`src/rtl/fifo_rd_ctrl.sv`:
```
// Read-side controller for the dual-clock FIFO: wptr synchronizer, empty detect,
// RAM read issue and a 2-entry FWFT output buffer. Optional rd_count port via FIFO_RD_COUNT_EN.
module fifo_rd_ctrl #(
  parameter int DW          = 18,
  parameter int AW          = 7,
  parameter int SYNC_STAGES = 2   // legal range 2..4
) (
  input  logic          rclk,
  input  logic          rrst_n,
  input  logic [AW:0]   wptr_gray,
  output logic [AW:0]   rptr_gray,
  output logic [AW-1:0] rd_addr,
  input  logic [DW-1:0] ram_rd_data,
  output logic          rd_valid,
  input  logic          rd_ready,
  output logic [DW-1:0] rd_data,
  output logic          empty
`ifdef FIFO_RD_COUNT_EN
  ,
  output logic [AW:0]   rd_count
`endif
);

  typedef struct packed {
    logic [1:0][DW-1:0] slot;
    logic               head;
    logic [1:0]         cnt;
  } obuf_t;

  function automatic logic [AW:0] gray2bin(input logic [AW:0] g);
    logic [AW:0] b;
    b[AW] = g[AW];
    for (int i = AW - 1; i >= 0; i--) b[i] = b[i+1] ^ g[i];
    return b;
  endfunction

  logic [SYNC_STAGES-1:0][AW:0] sync_q;
  logic [AW:0]                  wsync_bin;
  logic [AW:0]                  rptr;
  logic                         inflight;
  obuf_t                        obuf;
  logic [1:0]                   occ;
  logic                         pop;
  logic                         issue;

  always_ff @(posedge rclk or negedge rrst_n) begin
    if (!rrst_n) sync_q <= '0;
    else         sync_q <= {sync_q[SYNC_STAGES-2:0], wptr_gray};
  end

  assign wsync_bin = gray2bin(sync_q[SYNC_STAGES-1]);
  assign empty     = (rptr == wsync_bin);
  assign rd_addr   = rptr[AW-1:0];

  assign rd_valid  = (obuf.cnt != 2'd0);
  assign rd_data   = obuf.slot[obuf.head];
  assign pop       = rd_valid & rd_ready;
  assign occ       = obuf.cnt + {1'b0, inflight};
  // A pop frees a slot on the same edge, so a full pipe can still issue.
  assign issue     = !empty & ((occ < 2'd2) | pop);

  always_ff @(posedge rclk or negedge rrst_n) begin
    if (!rrst_n) begin
      rptr      <= '0;
      rptr_gray <= '0;
      inflight  <= 1'b0;
    end else begin
      if (issue) rptr <= rptr + 1'b1;
      rptr_gray <= rptr ^ (rptr >> 1);
      inflight  <= issue;
    end
  end

  // Capture only ever happens with cnt <= 1, so the write slot is head^cnt[0].
  always_ff @(posedge rclk or negedge rrst_n) begin
    if (!rrst_n) begin
      obuf <= '0;
    end else begin
      if (inflight) obuf.slot[obuf.head ^ obuf.cnt[0]] <= ram_rd_data;
      if (pop)      obuf.head <= ~obuf.head;
      obuf.cnt <= obuf.cnt + {1'b0, inflight} - {1'b0, pop};
    end
  end

`ifdef FIFO_RD_COUNT_EN
  always_ff @(posedge rclk or negedge rrst_n) begin
    if (!rrst_n) rd_count <= '0;
    else         rd_count <= (wsync_bin - rptr) + {{(AW-1){1'b0}}, obuf.cnt}
                             + {{AW{1'b0}}, inflight};
  end
`endif

endmodule
```
`config.mk`:
```
export PLATFORM = sky130hd
export DESIGN_NAME = fifo_rd_ctrl
export DESIGN_NICKNAME = d
export VERILOG_FILES = /design/src/rtl/fifo_rd_ctrl.sv
export SDC_FILE = /design/constraint.sdc
export NUM_CORES = 1
export LEC_CHECK = 0
export ABC_AREA = 1
export BUFFER_PORTS_ARGS = -buffer_cell sky130_fd_sc_hd__buf_4
export CAP_MARGIN = 30
export CORE_MARGIN = 4
export CORE_UTILIZATION = 40
export DETAILED_ROUTE_END_ITERATION = 16
export MAX_ROUTING_LAYER = met4
export SYNTH_ARGS = -nofsm -noshare
export SYNTH_HDL_FRONTEND = slang
export SYNTH_SLANG_ARGS = --single-unit
```
`constraint.sdc`:
```
create_clock -name rclk -period 2 [get_ports rclk]
set_input_delay 0.4 -clock rclk [delete_from_list [all_inputs] [get_ports rclk]]
set_output_delay 0.4 -clock rclk [all_outputs]
set_load 0.01 [all_outputs]
```
Yosys cells after proc, flatten, opt, wreduce, memory -nomap -nowiden
Index checks and enable logic that the tools add are counted.
Widths: inputs -> output; s select.

word-level totals
  bits in registers = 72
  logic and storage cells = 38

cells by class
  bitwise gates (word level) = 13
  magnitude comparators = 4
  eq/ne operators = 1
  add/sub/neg operators = 3
  reductions and logical operators = 3
  mux-type cells = 5

operators by type and width
  cell                 number
  $mux 18              3
  $bwmux 36            1
  $demux 18 s1         1
  $add 8x1->8 const B  1
  $eq 8x8->1           1
  $xor 1x1->1          8
  $xor 8x7->8          1
  $lt 1x2->1 const B   2
  $add 2x1->2          1
  $and 1x1->1          2
  $lt 2x2->1 const B   1
  $reduce_bool 2->1    1
  $sub 2x1->2          1
  $ge 1x1->1 const B   1
  $logic_and 1x1->1    1
  $logic_not 1->1      1
  $not 1->1            1
  $or 1x1->1           1

Logic depth before layout (Yosys ltp)
Gate-level depths: netlist of run 1.

  depth after elaboration = 10
  mapped depth = 15
  mapped depth without buffers = 15

Least setup slack after synthesis of run 1
Ideal clock, no wire load.

  path type = reg-to-output
  start = reg sync_q[15] in the netlist's numbering
  end = out empty
  stages on the path, launching flop included = 12
  arrival = 1,452 ps
  path buffers = 0
  path slack = 148 ps
  required time = 1,600 ps
  path through = dfrtp_1 -> nand2_1 -> nand3_2 -> nand3_1 -> nand3_2 -> nand2_2 -> nand2_1 -> nand3_1 -> nand2_2 -> nor2_4 -> nand3_4 -> inv_1

between the ends
  longest elaborated chain between the ends = 8

ends and longest elaborated chain
  element                   line  text
  start: declaration        37    logic [SYNC_STAGES-1:0][AW:0] sync_q;
  start signal: assignment  48    else sync_q <= {sync_q[SYNC_STAGES-2:0], wptr_gray};
  $xor 1x1->1 (7 in a row)  33    for (int i = AW - 1; i >= 0; i--) b[i] = b[i+1] ^ g[i];
  $eq 8x8->1 *              52    assign empty = (rptr == wsync_bin);
  end: declaration          17    output logic empty

Every way passes the cells marked *; elsewhere a longest branch is shown, timed or not.

Worst setup path in the final report of run 1
  start = reg sync_q[14] in the netlist's numbering
  end = out empty

between the ends
  longest elaborated chain between the ends = 8

ends and longest elaborated chain
  element                   line
  $xor 1x1->1 *             33
  $xor 1x1->1 (6 in a row)  33
  $eq 8x8->1 *              52

Marked as above.

==> results of run 1 <==
[metrics by stage]
step	util	hold WS [ps]	cells	setup slack, ps
6_report	0.530	157	491	-344
5_1_grt	0.530	134	491	-488
4_1_cts	0.516	134	491	-360
3_5_place_dp	0.488	335	473	12.6
3_3_place_gp	0.488	337	473	69.7
2_1_floorplan	-	104	313	148
[layer usage]
layer	global-route usage	up-vias
met3	0.0461	6
met4	0.0594	0
met5	-	-
met1	0.176	1108
li1	-	1135
met2	0.242	47
[area by class of cell]
cell class,count,share of cell area
multi-input cells,188,0.303
clock buffers,11,0.0345
repair buffers,74,0.141
inverters,39,0.0361
flip-flops and latches,72,0.440
clock inverters,5,0.0138
well taps,102,0.0312
[what timing repair did]
| item | CTS | global route |
|---|---|---|
| hold endpoints to repair | 30 | 0 |
| hold buffers | 1 | 0 |
| setup endpoints to repair | 5 | 16 |
| pin swaps | 0 | 9 |
| buffers inserted | 1 | 0 |
| gates resized for setup | 1 | 26 |
[how the worst min path moves through the flow]
| stage | start | endpoint | slack (ps) |
|---|---|---|---|
| after floorplan | rrst_n | inflight$_DFF_PN0_ | 100 |
| after global placement | sync_q[0]$_DFF_PN0_ | sync_q[8]$_DFF_PN0_ | 340 |
| after detailed placement | sync_q[5]$_DFF_PN0_ | sync_q[13]$_DFF_PN0_ | 330 |
| after CTS | wptr_gray[5] | sync_q[5]$_DFF_PN0_ | 130 |
| after global routing | wptr_gray[5] | sync_q[5]$_DFF_PN0_ | 130 |
| final | wptr_gray[5] | sync_q[5]$_DFF_PN0_ | 160 |
[power by group through the flow]
stage	Sequential (mW)	Clock [mW]	Combinational (mW)
2_1_floorplan	2.28	0	1.92
3_3_place_gp	2.30	0	2.98
3_5_place_dp	2.31	0	3.03
4_1_cts	2.29	1.18	3.05
5_1_grt	2.35	1.24	3.48
6_report	2.29	1.14	3.07
[sequential cells by signal, indices dropped and copies added, names as in the netlist]
signal and flops:
inflight 1, rptr 8, sync_q 16, rptr_gray 8, obuf 39
[cell usage in the layout, fill, tap and decap left out, drive strengths merged, types with 3 or more instances in the layout]
cell	n
dfrtp	72
ha	8
nor2	5
buf	73
clkbuf	11
mux2	18
o21ai	36
xnor2	3
clkinv	4
xor2	11
nand3	30
inv	38
nand2	74
[cell families after synthesis]
family / share of synthesized area
buf+inv: 0.0714
simple gates: 0.168
mux: 0.0639
xor+xnor: 0.0387
fa+ha+maj: 0.0316
compound gates: 0.0584
flops: 0.568
[synth_stat cells]
cell,n,share of area
sky130_fd_sc_hd__clkinv_1,1,0.0012
sky130_fd_sc_hd__nand3_1,24,0.038
sky130_fd_sc_hd__o21ai_1,1,0.0016
sky130_fd_sc_hd__dfrtp_1,72,0.57
sky130_fd_sc_hd__buf_2,1,0.0016
sky130_fd_sc_hd__nor2_1,4,0.0047
sky130_fd_sc_hd__nand2_2,8,0.016
sky130_fd_sc_hd__nand3_4,1,0.0055
sky130_fd_sc_hd__mux2_2,18,0.064
sky130_fd_sc_hd__xnor2_1,3,0.0083
sky130_fd_sc_hd__buf_4,7,0.017
sky130_fd_sc_hd__inv_1,37,0.044
sky130_fd_sc_hd__nand2_1,65,0.077
sky130_fd_sc_hd__inv_2,1,0.0012
sky130_fd_sc_hd__or2_2,1,0.0020
sky130_fd_sc_hd__nand4_1,1,0.0020
sky130_fd_sc_hd__o21ai_0,35,0.055
sky130_fd_sc_hd__clkbuf_1,6,0.0071
sky130_fd_sc_hd__nand2_4,1,0.0036
sky130_fd_sc_hd__a21oi_1,1,0.0016
sky130_fd_sc_hd__nor2_4,1,0.0036
sky130_fd_sc_hd__nand3_2,5,0.016
sky130_fd_sc_hd__xor2_1,11,0.030
sky130_fd_sc_hd__ha_1,8,0.032
==> results.cfg, run 1 <==
[power]
sw_frac_of_total = 0.378
power.net_switching_mw = 2.45
peakVddDrop_mv = 0.950
power_mw = 6.50
power_report.internal_total_mw = 4.04
sequentialPowerShare = 0.352
p_leak_nw = 2.05
power.density_cell_area_mw_per_mm2 = 1590
combPwrFrac = 0.472
clock_power_share = 0.176

[synth]
syn_nets = 350
synth-seq-cells = 72
netlist_instances = 313
ys_types = 24
syn_area_mm2 = 0.00317
ys_seq_area_frac = 0.568
postSynthAreaPerCell_um2 = 10.1
synth-warning-count = 0

[floorplanning]
rows = 32
top_level_ports = 64
fp.dieH_um = 97.0
die_area_mm2 = 0.00941
die_x_um = 97.0
initial_core_util = 0.410
core_area_mm2 = 0.00773

[cells_and_area]
fill_cells = 718
syn2layout_area_growth_pct = 29.1
area_occupied_by_registers_mm2 = 0.00180
insertedDiodeCount = 0
layout-drive-gt1-share = 0.352
final_area_mm2 = 0.00409
nets = 421
multi_input_comb_area_mm2 = 0.00124

[sta]
fin_tns_setup_ps = -344
clock-skew-final_ps = 9.22
timing.final.crit_period_ps = 2340
max_freq_mhz = 427
max-slew-margin-rel = 0.708
total_setup_violations_reported_at_the_end_of_the_flow = 1
max_slew.worst_pin.slew_ps = 438
post-route-worst-setup-slack_ps = -344
layout_worst_path_cycle_share = 1.17
setup_repair_after_global_routing_missed_its_margin = true
hold_viol_final = 0
slew_violations = 0

[clock_network]
cts_inserted_buffers = 9
htreeDepth = 3
clock_sinks = 72
clkSlewWorstSetupHoldPaths_ps = 80
clk_path_buf_depth = 2
insertion_delay_ps = 350
tritoncts = yes
clock_tree.root_cell = sky130_fd_sc_hd__clkbuf_8

[critical_path]
critical_path.top_delay_family = simple AND/OR/NAND/NOR gates
crit_path_max_incr_delay_ps = 410
critical_path.max_fanout = 4
crit_path_start = sync_q[14]$_DFF_PN0_
worst-r2r-setup-slack_ps = 40
critPathArrivalTime_ps = 1940
cp.required_ps = 1600
worstReg2RegStart = sync_q[14]$_DFF_PN0_
worstSetupEndpointType = output port
critical_path.endpoint = empty
count_of_buffering_cells_on_the_critical_path_with_inverters_included = 3
setup.worst_path.class = reg2out
cp_cell_sequence = inv_2 -> nand2_1 -> nand3_4 -> nand2_4 -> nand2_4 -> nand3_4 -> nand2_4 -> nand2_2 -> nand3_2 -> nand2_2 -> nor2_4 -> nand3_4 -> inv_2 -> buf_6
worstSetupStartpointType = flip-flop
r2r_depth = 15
cp.depth = 14
timing.critical_path.slowest_stage_cell = sky130_fd_sc_hd__dfrtp_1
reg2reg_to = rptr[1]$_DFFE_PN0P_

[drt]
met1Wirelength_um = 2830
viasPerCell = 4.68
drt_pass1_iterations = 4
maxUsedRoutingLayer = met4
residual_drc = 0
detail_route.wl_per_cell_um = 13.2
drt-initial-drc-count = 74
wl_met3_um = 293
totalWireLength_um = 6490
routed_met2_length_um = 3300
total_number_of_vias = 2296
drt.antenna.violating_nets = 0

[placed_design]
number_of_port_buffers = 63
gp_congestion = 0.847
placement.cell_area_mm2 = 0.00377
detailedPlacementHpwl_um = 4510

[grt]
grt_pass1_vias = 2298
groute.usage.overall = 0.150
grt_start_max_net_pins = 40
global_route_wire_length_before_repair_um = 10900
grt_antenna_before_repair = 0
global_route.overflow_total = 0

[flow_run]
drv.max_cap_violation_count = 0

[min_path]
holdCritPathClass = in2reg
worst_hold_path.num_cells = 1

[status]
violated_checks = setup timing
outcome = finished, violations left
No activity file was read; power rests on OpenSTA's default activity.
==> inputs of run 2 (changes only) <==
CAP_MARGIN = default   (was 30)
PLACE_DENSITY = 0.59   (was default)
==> run 2 against run 1 <==
Compared with the run above: the run still ends with setup timing left; combinational power about the same; via count fell by 1.5%; sequential power hardly changed; register-to-register slack about the same; global-route usage fell by 0.13 points; critical path depth unchanged; utilization up 0.60 points.
==> results.cfg, run 2 (synthesized netlist as in run 1, its figures left out) <==
[floorplanning]
fp.dieH_um = 97.0
top_level_ports = 64
die_x_um = 97.0
die_area_mm2 = 0.00941
core_area_mm2 = 0.00773
initial_core_util = 0.410
rows = 32

[clock_network]
holdBufCountCts = 0
clock_tree.root_cell = sky130_fd_sc_hd__clkbuf_8
insertion_delay_ps = 330
clkSlewWorstSetupHoldPaths_ps = 70
clk_path_buf_depth = 2
clock_sinks = 72
htreeDepth = 3
tritoncts = yes
cts_inserted_buffers = 9

[drt]
drt-initial-drc-count = 42
residual_drc = 0
drt.antenna.violating_nets = 0
drt_pass1_iterations = 4
detail_route.wl_per_cell_um = 13.3
total_number_of_vias = 2261
viasPerCell = 4.60
totalWireLength_um = 6550

[grt]
global_route_wire_length_before_repair_um = 11100
groute.usage.overall = 0.149
grtUsageMet2 = 0.235
gr-usage-met1 = 0.186
grt_pass1_vias = 2334
grt_antenna_before_repair = 0
grt_busiest_layer = met2
grtUsageMet3 = 0.0512
grt_start_max_net_pins = 40
global_route.overflow_total = 0

[critical_path]
worstSetupStartpointType = flip-flop
worstSetupEndpointType = output port
critical_path.most_common_cell = sky130_fd_sc_hd__nand2_4
critPathArrivalTime_ps = 1950
timing.critical_path.slowest_stage_cell = sky130_fd_sc_hd__dfrtp_1
cp_cell_sequence = inv_2 -> nand2_2 -> nand3_4 -> nand2_4 -> nand2_4 -> nand3_4 -> nand2_4 -> nand2_4 -> nand3_2 -> nand2_2 -> nor2_4 -> nand3_4 -> inv_2 -> buf_6
setup.worst_path.class = reg2out
cp.required_ps = 1600
critical_path.max_fanout = 4
crit_path_max_incr_delay_ps = 420

[power]
power.density_cell_area_mw_per_mm2 = 1590
peakVddDrop_mv = 0.880
p_leak_nw = 2.07
power_mw = 6.58

[cells_and_area]
syn2layout_area_growth_pct = 30.6
largest_register_ff_count = 39
final_area_mm2 = 0.00414
nets = 421
layout_top_registers = obuf: 39 flops, sync_q: 16 flops
layout-drive-gt1-share = 0.360
fill_cells = 709
layout_common_cells = 71 x sky130_fd_sc_hd__dfrtp_1, 71 x sky130_fd_sc_hd__buf_4, 60 x sky130_fd_sc_hd__nand2_1
post-route-util = 0.536
insertedDiodeCount = 0
max_flop_register = obuf

[status]
outcome = finished, violations left
violated_checks = setup timing

[flow_run]
drv.max_cap_violation_count = 0

[sta]
timing.final.crit_period_ps = 2350
layout_worst_path_cycle_share = 1.17
max-slew-margin-rel = 0.704
post-route-worst-setup-slack_ps = -349
setup_repair_after_global_routing_missed_its_margin = true
total_setup_violations_reported_at_the_end_of_the_flow = 1
hold_viol_final = 0
clock-skew-final_ps = 6.35
max_slew.worst_pin.slew_ps = 444
slew_violations = 0
max_freq_mhz = 426

[placed_design]
gp_congestion = 0.853
number_of_port_buffers = 63
placement.cell_area_mm2 = 0.00377
detailedPlacementHpwl_um = 4520

[min_path]
holdCritPathClass = in2async
-- run 2: changes by cell type in the layout (fill, tap and decap cells not counted), moves of 2 or more --
cell,before,now
sky130_fd_sc_hd__clkinv_2,3,1
sky130_fd_sc_hd__clkbuf_1,1,3
sky130_fd_sc_hd__nand2_4,4,6
sky130_fd_sc_hd__nand3_1,18,16
sky130_fd_sc_hd__nand2_1,62,60
-- run 2: repair_timing --
item	CTS	global route
gates cloned	0	0
setup endpoints to repair	1	24
resized for setup	3	31
buffers inserted	1	2
pin swaps	3	7
-- run 2: path summary, 6_finish.rpt --
kind	slack [ps]	to	from	depth (start not counted)
min in group rclk	170	sync_q[7]$_DFF_PN0_	wptr_gray[7]	1
max	-350	empty	sync_q[14]$_DFF_PN0_	14
min reg2reg	350	sync_q[8]$_DFF_PN0_	sync_q[0]$_DFF_PN0_	0
min	0.6	obuf[12]$_DFFE_PN0P_	rrst_n	1
max reg2reg	30	rptr[2]$_DFFE_PN0P_	sync_q[14]$_DFF_PN0_	16
max in group asynchronous	1410	sync_q[15]$_DFF_PN0_	rrst_n	2
-- run 2: power by group --
group,internal [mW],switching (mW)
logic,1.41,1.65
registers,2.02,0.271
clock network,0.737,0.503
total,4.16,2.42
-- run 2: through the flow --
stage                     std cells  setup WS (ps)  setup TNS (ps)  hold slack, ps
final                           491           -349            -349           0.604
after global routing            491           -463           -1190            15.0
after CTS                       489           -363            -363            3.51
after detailed placement        472          0.650               0             338
after global placement          472           45.4               0             337
after floorplan                 313            148               0             104
-- run 2: cell type report --
cell class	count	area, um2	share of cell area
clock buffers	13	149	0.0360
clock inverters	3	65.1	0.0157
inverters	39	146	0.0354
multi-input cells	188	1270	0.308
flip-flops and latches	72	1800	0.435
well taps	102	128	0.0308
repair buffers	74	576	0.139
-- run 2: per-layer routing --
metal | wire [um] | up-vias
met3 | 372 | 5
met4 | 61 | 0
met1 | 2850 | 1059
met5 | 0 | -
met2 | 3270 | 63
li1 | - | 1134
-- run 2: worst max-delay path, delay by kind of cell (launching register included) --
kind                   cells  cell delay, ps
flip-flops                 1             420
AND/OR/NAND/NOR           11             960
buffers and inverters      3             240
